<file path="src/rtl/bsg_bp_mem_channel_striper.sv">
// Stripes upstream memory commands across num_chan_p channels by address and
// merges channel responses back upstream in original command order.

module bsg_bp_mem_channel_striper_checker (
    input logic clk_i,
    input logic reset_i,
    input logic push_i,
    input logic pop_i,
    input logic full_i,
    input logic empty_i
);

    // Order FIFO must never overflow or underflow.
    assert property (@(posedge clk_i) disable iff (reset_i) !(push_i && full_i));
    assert property (@(posedge clk_i) disable iff (reset_i) !(pop_i && empty_i));

endmodule

module bsg_bp_mem_channel_striper #(
    parameter int num_chan_p        = 2,
    parameter int cmd_width_p       = 128,
    parameter int resp_width_p      = 128,
    parameter int addr_width_p      = 40,
    parameter int stripe_lsb_p      = 6,
    parameter int hash_en_p         = 0,
    parameter int max_outstanding_p = 8,
    localparam int lg_chan_lp = (num_chan_p > 1) ? $clog2(num_chan_p) : 1,
    localparam int ptr_w_lp   = $clog2(max_outstanding_p),
    localparam int cnt_w_lp   = $clog2(max_outstanding_p + 1)
) (
    input  logic                                    clk_i,
    input  logic                                    reset_i,
    input  logic [cmd_width_p-1:0]                  cmd_i,
    input  logic [addr_width_p-1:0]                 cmd_addr_i,
    input  logic                                    cmd_v_i,
    output logic                                    cmd_ready_and_o,
    output logic [num_chan_p-1:0][cmd_width_p-1:0]  cmd_o,
    output logic [num_chan_p-1:0]                   cmd_v_o,
    input  logic [num_chan_p-1:0]                   cmd_ready_and_i,
    input  logic [num_chan_p-1:0][resp_width_p-1:0] resp_i,
    input  logic [num_chan_p-1:0]                   resp_v_i,
    output logic [num_chan_p-1:0]                   resp_ready_and_o,
    output logic [resp_width_p-1:0]                 resp_o,
    output logic                                    resp_v_o,
    input  logic                                    resp_ready_and_i,
    output logic [cnt_w_lp-1:0]                     outstanding_o
);

    logic [lg_chan_lp-1:0] sel_s;
    logic [lg_chan_lp-1:0] head_s;
    logic                  full_s;
    logic                  empty_s;
    logic                  accept_ok_s;
    logic                  push_s;
    logic                  pop_s;
    logic                  addr_unused_s;

    logic [cnt_w_lp-1:0]   count_q, count_d;
    logic [ptr_w_lp-1:0]   wr_ptr_q, wr_ptr_d;
    logic [ptr_w_lp-1:0]   rd_ptr_q, rd_ptr_d;
    logic [lg_chan_lp-1:0] order_q [max_outstanding_p];

    // Only the stripe field of the address matters; the rest is folded away.
    assign addr_unused_s = ^cmd_addr_i;

    if (num_chan_p == 1) begin : g_single
        assign sel_s = '0;
    end else if (hash_en_p != 0) begin : g_hash
        assign sel_s = cmd_addr_i[stripe_lsb_p +: lg_chan_lp]
                     ^ cmd_addr_i[stripe_lsb_p + lg_chan_lp +: lg_chan_lp];
    end else begin : g_plain
        assign sel_s = cmd_addr_i[stripe_lsb_p +: lg_chan_lp];
    end

    assign full_s        = (count_q == cnt_w_lp'(max_outstanding_p));
    assign empty_s       = (count_q == '0);
    assign head_s        = order_q[rd_ptr_q];
    assign accept_ok_s   = ~full_s & ~reset_i;
    assign push_s        = cmd_v_i & cmd_ready_and_o;
    assign pop_s         = resp_v_o & resp_ready_and_i;
    assign outstanding_o = count_q;

    // Command fan-out: broadcast payload, steer valid to the selected channel.
    always_comb begin
        cmd_o           = '0;
        cmd_v_o         = '0;
        cmd_ready_and_o = cmd_ready_and_i[sel_s] & accept_ok_s;
        for (int c = 0; c < num_chan_p; c++) begin
            cmd_o[c]   = cmd_i;
            cmd_v_o[c] = cmd_v_i & accept_ok_s & (sel_s == lg_chan_lp'(c));
        end
    end

    // Response merge: only the channel at the FIFO head may hand off.
    always_comb begin
        resp_o           = resp_i[head_s];
        resp_v_o         = resp_v_i[head_s] & ~empty_s;
        resp_ready_and_o = '0;
        for (int c = 0; c < num_chan_p; c++) begin
            resp_ready_and_o[c] = resp_ready_and_i & ~empty_s & (head_s == lg_chan_lp'(c));
        end
    end

    // Next-state for pointers and in-flight count.
    always_comb begin
        count_d  = count_q;
        wr_ptr_d = wr_ptr_q;
        rd_ptr_d = rd_ptr_q;
        if (push_s) begin
            wr_ptr_d = wr_ptr_q + ptr_w_lp'(1'b1);
        end else begin
            wr_ptr_d = wr_ptr_q;
        end
        if (pop_s) begin
            rd_ptr_d = rd_ptr_q + ptr_w_lp'(1'b1);
        end else begin
            rd_ptr_d = rd_ptr_q;
        end
        case ({push_s, pop_s})
            2'b10:   count_d = count_q + cnt_w_lp'(1'b1);
            2'b01:   count_d = count_q - cnt_w_lp'(1'b1);
            default: count_d = count_q;
        endcase
    end

    // Pointer and count registers.
    always_ff @(posedge clk_i) begin
        if (reset_i) begin
            count_q  <= '0;
            wr_ptr_q <= '0;
            rd_ptr_q <= '0;
        end else begin
            count_q  <= count_d;
            wr_ptr_q <= wr_ptr_d;
            rd_ptr_q <= rd_ptr_d;
        end
    end

    // Order storage: channel id of each in-flight command.
    always_ff @(posedge clk_i) begin
        if (reset_i) begin
            for (int i = 0; i < max_outstanding_p; i++) begin
                order_q[i] <= '0;
            end
        end else if (push_s) begin
            order_q[wr_ptr_q] <= sel_s;
        end else begin
            order_q[wr_ptr_q] <= order_q[wr_ptr_q];
        end
    end

    bsg_bp_mem_channel_striper_checker u_checker (
        .clk_i   (clk_i),
        .reset_i (reset_i),
        .push_i  (push_s),
        .pop_i   (pop_s),
        .full_i  (full_s),
        .empty_i (empty_s)
    );

endmodule

</file>
<file path="config.mk">
export PLATFORM = sky130hd
export DESIGN_NAME = bsg_bp_mem_channel_striper
export DESIGN_NICKNAME = d
export VERILOG_FILES = /design/src/rtl/bsg_bp_mem_channel_striper.sv
export SDC_FILE = /design/constraint.sdc
export NUM_CORES = 1
export LEC_CHECK = 0
export CORE_AREA = 4 4 322 324
export CTS_CLUSTER_DIAMETER = 40
export DETAILED_ROUTE_END_ITERATION = 16
export DIE_AREA = 0 0 326 328
export GPL_TIMING_DRIVEN = 0
export HOLD_SLACK_MARGIN = 0.08
export SYNTH_ARGS = -nofsm -noshare
export SYNTH_HDL_FRONTEND = slang
export SYNTH_SLANG_ARGS = --single-unit
</file>
<file path="constraint.sdc">
create_clock -name clk_i -period 2.85 [get_ports clk_i]
set_input_delay 0.285 -clock clk_i [delete_from_list [all_inputs] [get_ports clk_i]]
set_output_delay 0.285 -clock clk_i [all_outputs]
set_load 0.02 [all_outputs]
</file>
==> flow_metrics.env <==
export IMPL_outcome="completed"
export IMPL_clk_pin_slew_ps=60
export IMPL_layout_worst_path_cycle_share=0.979
export IMPL_max_clock_path_buffers=2
export IMPL_cts_root_buf="sky130_fd_sc_hd__clkbuf_16"
export IMPL_drtIter0Drc=203
export IMPL_floorplan_initialDensity=0.0454
export IMPL_dp_cells=2538
export IMPL_timing_setup_tns_ps=0
export IMPL_cts_hold_repair_buffers=0
export IMPL_ys_types=33
export IMPL_grt_setup_unrepaired="yes"
export IMPL_power_density_nw_per_um2=241
export IMPL_chipWidth_um=326
export IMPL_setup_violations_final=0
export IMPL_number_of_top_level_pins=826
export IMPL_critPathKind="reg2reg"
export IMPL_ctsHtreeMaxLevel=1
export IMPL_multi_input_area_sq_um=2130
export IMPL_sw_frac_of_total=0.413
export IMPL_rows=117
export IMPL_post_route_drc_count=0
export IMPL_p_int_mw=1.88
export IMPL_synth_seq_area_share=0.109
export IMPL_startpoint_type="register"
export IMPL_number_of_standard_cells_in_the_layout_taps_in_and_fillers_out=2571
export IMPL_grt_start_max_net_pins=14
export IMPL_drt_first_pass_iters=4
export IMPL_totalWireLength_um=56700
export IMPL_ant_nets=0
export IMPL_share_of_post_route_cells_with_drive_strength_above_1=0.449
export IMPL_end_kind="register"
export IMPL_clock_power_share=0.094
export IMPL_mostFrequentLayoutCells="sky130_fd_sc_hd__clkdlybuf4s50_1 (527), sky130_fd_sc_hd__buf_4 (279), sky130_fd_sc_hd__mux2_2 (120)"
export IMPL_final_nets=1631
export IMPL_yosys_register_bits=21
export IMPL_grt_overflow_total=0
export IMPL_timing_critical_path_required_ps=3040
export IMPL_cts_tree="built"
export IMPL_tightestPinTransition_ps=507
export IMPL_max_freq_mhz=358
export IMPL_insertion_delay_ps=250
export IMPL_via_per_inst=2.40
export IMPL_syn_area_per_cell_sq_um=8.97
export IMPL_gp_congestion=0.816
export IMPL_io_buffer_count=658
export IMPL_pwr_share_seq=0.104
export IMPL_initial_antenna_violation_count=50
export IMPL_floorplan_core_area_sq_um=101000
export IMPL_clock_sinks=21
export IMPL_final_max_slew_viol_count=0
export IMPL_timing_max_slew_rel_slack=0.660
export IMPL_netlist_instances=512
export IMPL_regArea_sq_um=502
export IMPL_power_static_leakage_nw=5.23
export IMPL_final_fill_count=11500
export IMPL_drv_max_cap_violation_count=0
export IMPL_timing_critical_path_fanout_max=4
export IMPL_avgRoutedWirePerCell_um=22.1
export IMPL_vias=6174
export IMPL_cts_inserted_buffers=3
export IMPL_dp_hpwl_um=52900
export IMPL_die_area_sq_um=107000
export IMPL_grt_total_usage=0.0985
export IMPL_worst_hold_path_type="reg2reg"
export IMPL_syn_nets=950
export IMPL_vias_in_the_first_global_route=6312
export IMPL_highest_ir_drop_seen_on_vdd_mv=0.189
export IMPL_synth_to_final_area_change_pct=189
export IMPL_layout_cells_most_common="sky130_fd_sc_hd__clkdlybuf4s50_1"
export IMPL_finalHoldViolCount=0
export IMPL_grt_first_pass_wirelength_um=68000
export IMPL_dieHeight_um=328
export IMPL_critPathArrivalTime_ps=2980
export IMPL_syn_area_sq_um=4590
export IMPL_combPwrFrac=0.802
export IMPL_skew_ps=1.56
export IMPL_yosysWarningCount=0
export IMPL_switchingPower_mw=1.33
export IMPL_final_period_minus_worst_setup_slack_ps=2790
## worst paths after layout
| kind | start | to | slack (ps) | cells past startpoint |
|---|---|---|---|---|
| setup / recovery | register | outstanding_o[3]$_SDFFE_PP0P_ | 60 | 11 |
| hold / removal | rd_ptr_q[2]$_SDFFE_PP0P_ | register | 520 | 3 |
| setup reg to reg | register | outstanding_o[3]$_SDFFE_PP0P_ | 60 | 11 |
| hold reg to reg | rd_ptr_q[2]$_SDFFE_PP0P_ | register | 520 | 3 |
## cell usage after synthesis
cell type | number | share of area
sky130_fd_sc_hd__mux2i_4 | 1 | 0.0049
sky130_fd_sc_hd__buf_4 | 265 | 0.43
sky130_fd_sc_hd__mux4_2 | 2 | 0.0098
sky130_fd_sc_hd__o21ai_0 | 1 | 0.0011
sky130_fd_sc_hd__nand2_1 | 8 | 0.0065
sky130_fd_sc_hd__buf_1 | 2 | 0.0016
sky130_fd_sc_hd__a31o_2 | 2 | 0.0038
sky130_fd_sc_hd__edfxtp_1 | 8 | 0.052
sky130_fd_sc_hd__nor3_1 | 5 | 0.0054
sky130_fd_sc_hd__nor2_1 | 18 | 0.015
sky130_fd_sc_hd__nor2b_1 | 2 | 0.0027
sky130_fd_sc_hd__buf_2 | 5 | 0.0054
sky130_fd_sc_hd__a41o_1 | 1 | 0.0022
sky130_fd_sc_hd__a21oi_1 | 8 | 0.0087
sky130_fd_sc_hd__or3_1 | 1 | 0.0014
sky130_fd_sc_hd__clkbuf_1 | 2 | 0.0016
sky130_fd_sc_hd__a2111oi_4 | 1 | 0.0060
sky130_fd_sc_hd__nand2b_1 | 2 | 0.0027
sky130_fd_sc_hd__inv_1 | 8 | 0.0065
sky130_fd_sc_hd__xnor2_1 | 2 | 0.0038
sky130_fd_sc_hd__mux2_2 | 128 | 0.31
sky130_fd_sc_hd__mux2i_1 | 5 | 0.011
sky130_fd_sc_hd__and3_1 | 1 | 0.0014
sky130_fd_sc_hd__and2_1 | 1 | 0.0014
sky130_fd_sc_hd__dfxtp_1 | 13 | 0.057
sky130_fd_sc_hd__xor2_1 | 3 | 0.0057
sky130_fd_sc_hd__a21o_1 | 5 | 0.0082
sky130_fd_sc_hd__nand3_1 | 2 | 0.0022
sky130_fd_sc_hd__a211oi_1 | 1 | 0.0016
sky130_fd_sc_hd__o41a_1 | 1 | 0.0025
sky130_fd_sc_hd__ha_1 | 5 | 0.014
sky130_fd_sc_hd__o21bai_1 | 2 | 0.0033
sky130_fd_sc_hd__fa_1 | 1 | 0.0044
## per-layer routing
metal | GRT usage | vias up | wire, um
li1 | - | 2839 | -
met1 | 0.103 | 2748 | 19900
met2 | 0.153 | 464 | 24800
met3 | 0.0893 | 71 | 11100
met4 | 0.00801 | 52 | 501
met5 | 0 | - | 354
## logic make-up after synthesis
logic type	count (synthesis)	synth area share
AND/OR/NAND/NOR	40	0.0384
AO/OA/AOI/OAI	22	0.0373
XOR/XNOR	5	0.00954
adder cells (fa/ha/maj)	6	0.0180
multiplexers	136	0.339
buffers and inverters	282	0.448
flip-flops	21	0.109
## layout make-up
cell class,count,share of cell area
timing repair buffer,678,0.501
buffer,272,0.161
multi-input combinational,209,0.160
tap,1368,0.129
sequential,21,0.0378
clock buffer,3,0.00566
inverter,8,0.00226
antenna,11,0.00207
clock inverter,1,0.000471
## through the flow
step / total power, mW / util / area, sq um / setup slack [ps] / hold slack, ps
finish: 3.21 / 0.131 / 13300 / 59.3 / 525
global route: 3.41 / 0.131 / 13200 / -74.0 / 577
CTS: 3.28 / 0.130 / 13200 / -157 / 531
detailed placement: 2.95 / 0.127 / 12900 / -1130 / 522
global placement: 2.95 / 0.127 / 12900 / -1150 / 523
floorplan: 1.45 / - / 4600 / 44.4 / 492
## repair_timing
item	CTS	global route
setup endpoints to repair	134	71
cloned	1	2
resized for setup	512	65
pin swaps	1	6
setup buffers	14	4
endpoints found under the hold margin	0	0
## power by group through the flow
| stage | logic, mW | clock network, mW | registers [mW] |
|---|---|---|---|
| final | 2.57 | 0.301 | 0.333 |
| after global routing | 2.76 | 0.323 | 0.335 |
| after CTS | 2.64 | 0.307 | 0.333 |
| after detailed placement | 2.61 | 0 | 0.339 |
| after global placement | 2.61 | 0 | 0.339 |
| after floorplan | 1.11 | 0 | 0.339 |
## worst max-delay path, cell delays in order (launching register included)
cell,delay (ps)
sky130_fd_sc_hd__dfxtp_2,350
sky130_fd_sc_hd__mux4_2,530
sky130_fd_sc_hd__mux2i_4,180
sky130_fd_sc_hd__buf_8,150
sky130_fd_sc_hd__mux2i_4,270
sky130_fd_sc_hd__ha_4,180
sky130_fd_sc_hd__ha_4,190
sky130_fd_sc_hd__a21o_1,160
sky130_fd_sc_hd__a21oi_2,130
sky130_fd_sc_hd__xnor2_1,100
sky130_fd_sc_hd__or3_1,390
sky130_fd_sc_hd__a21oi_2,120
Note: power is estimated with default switching activity, not from simulation.
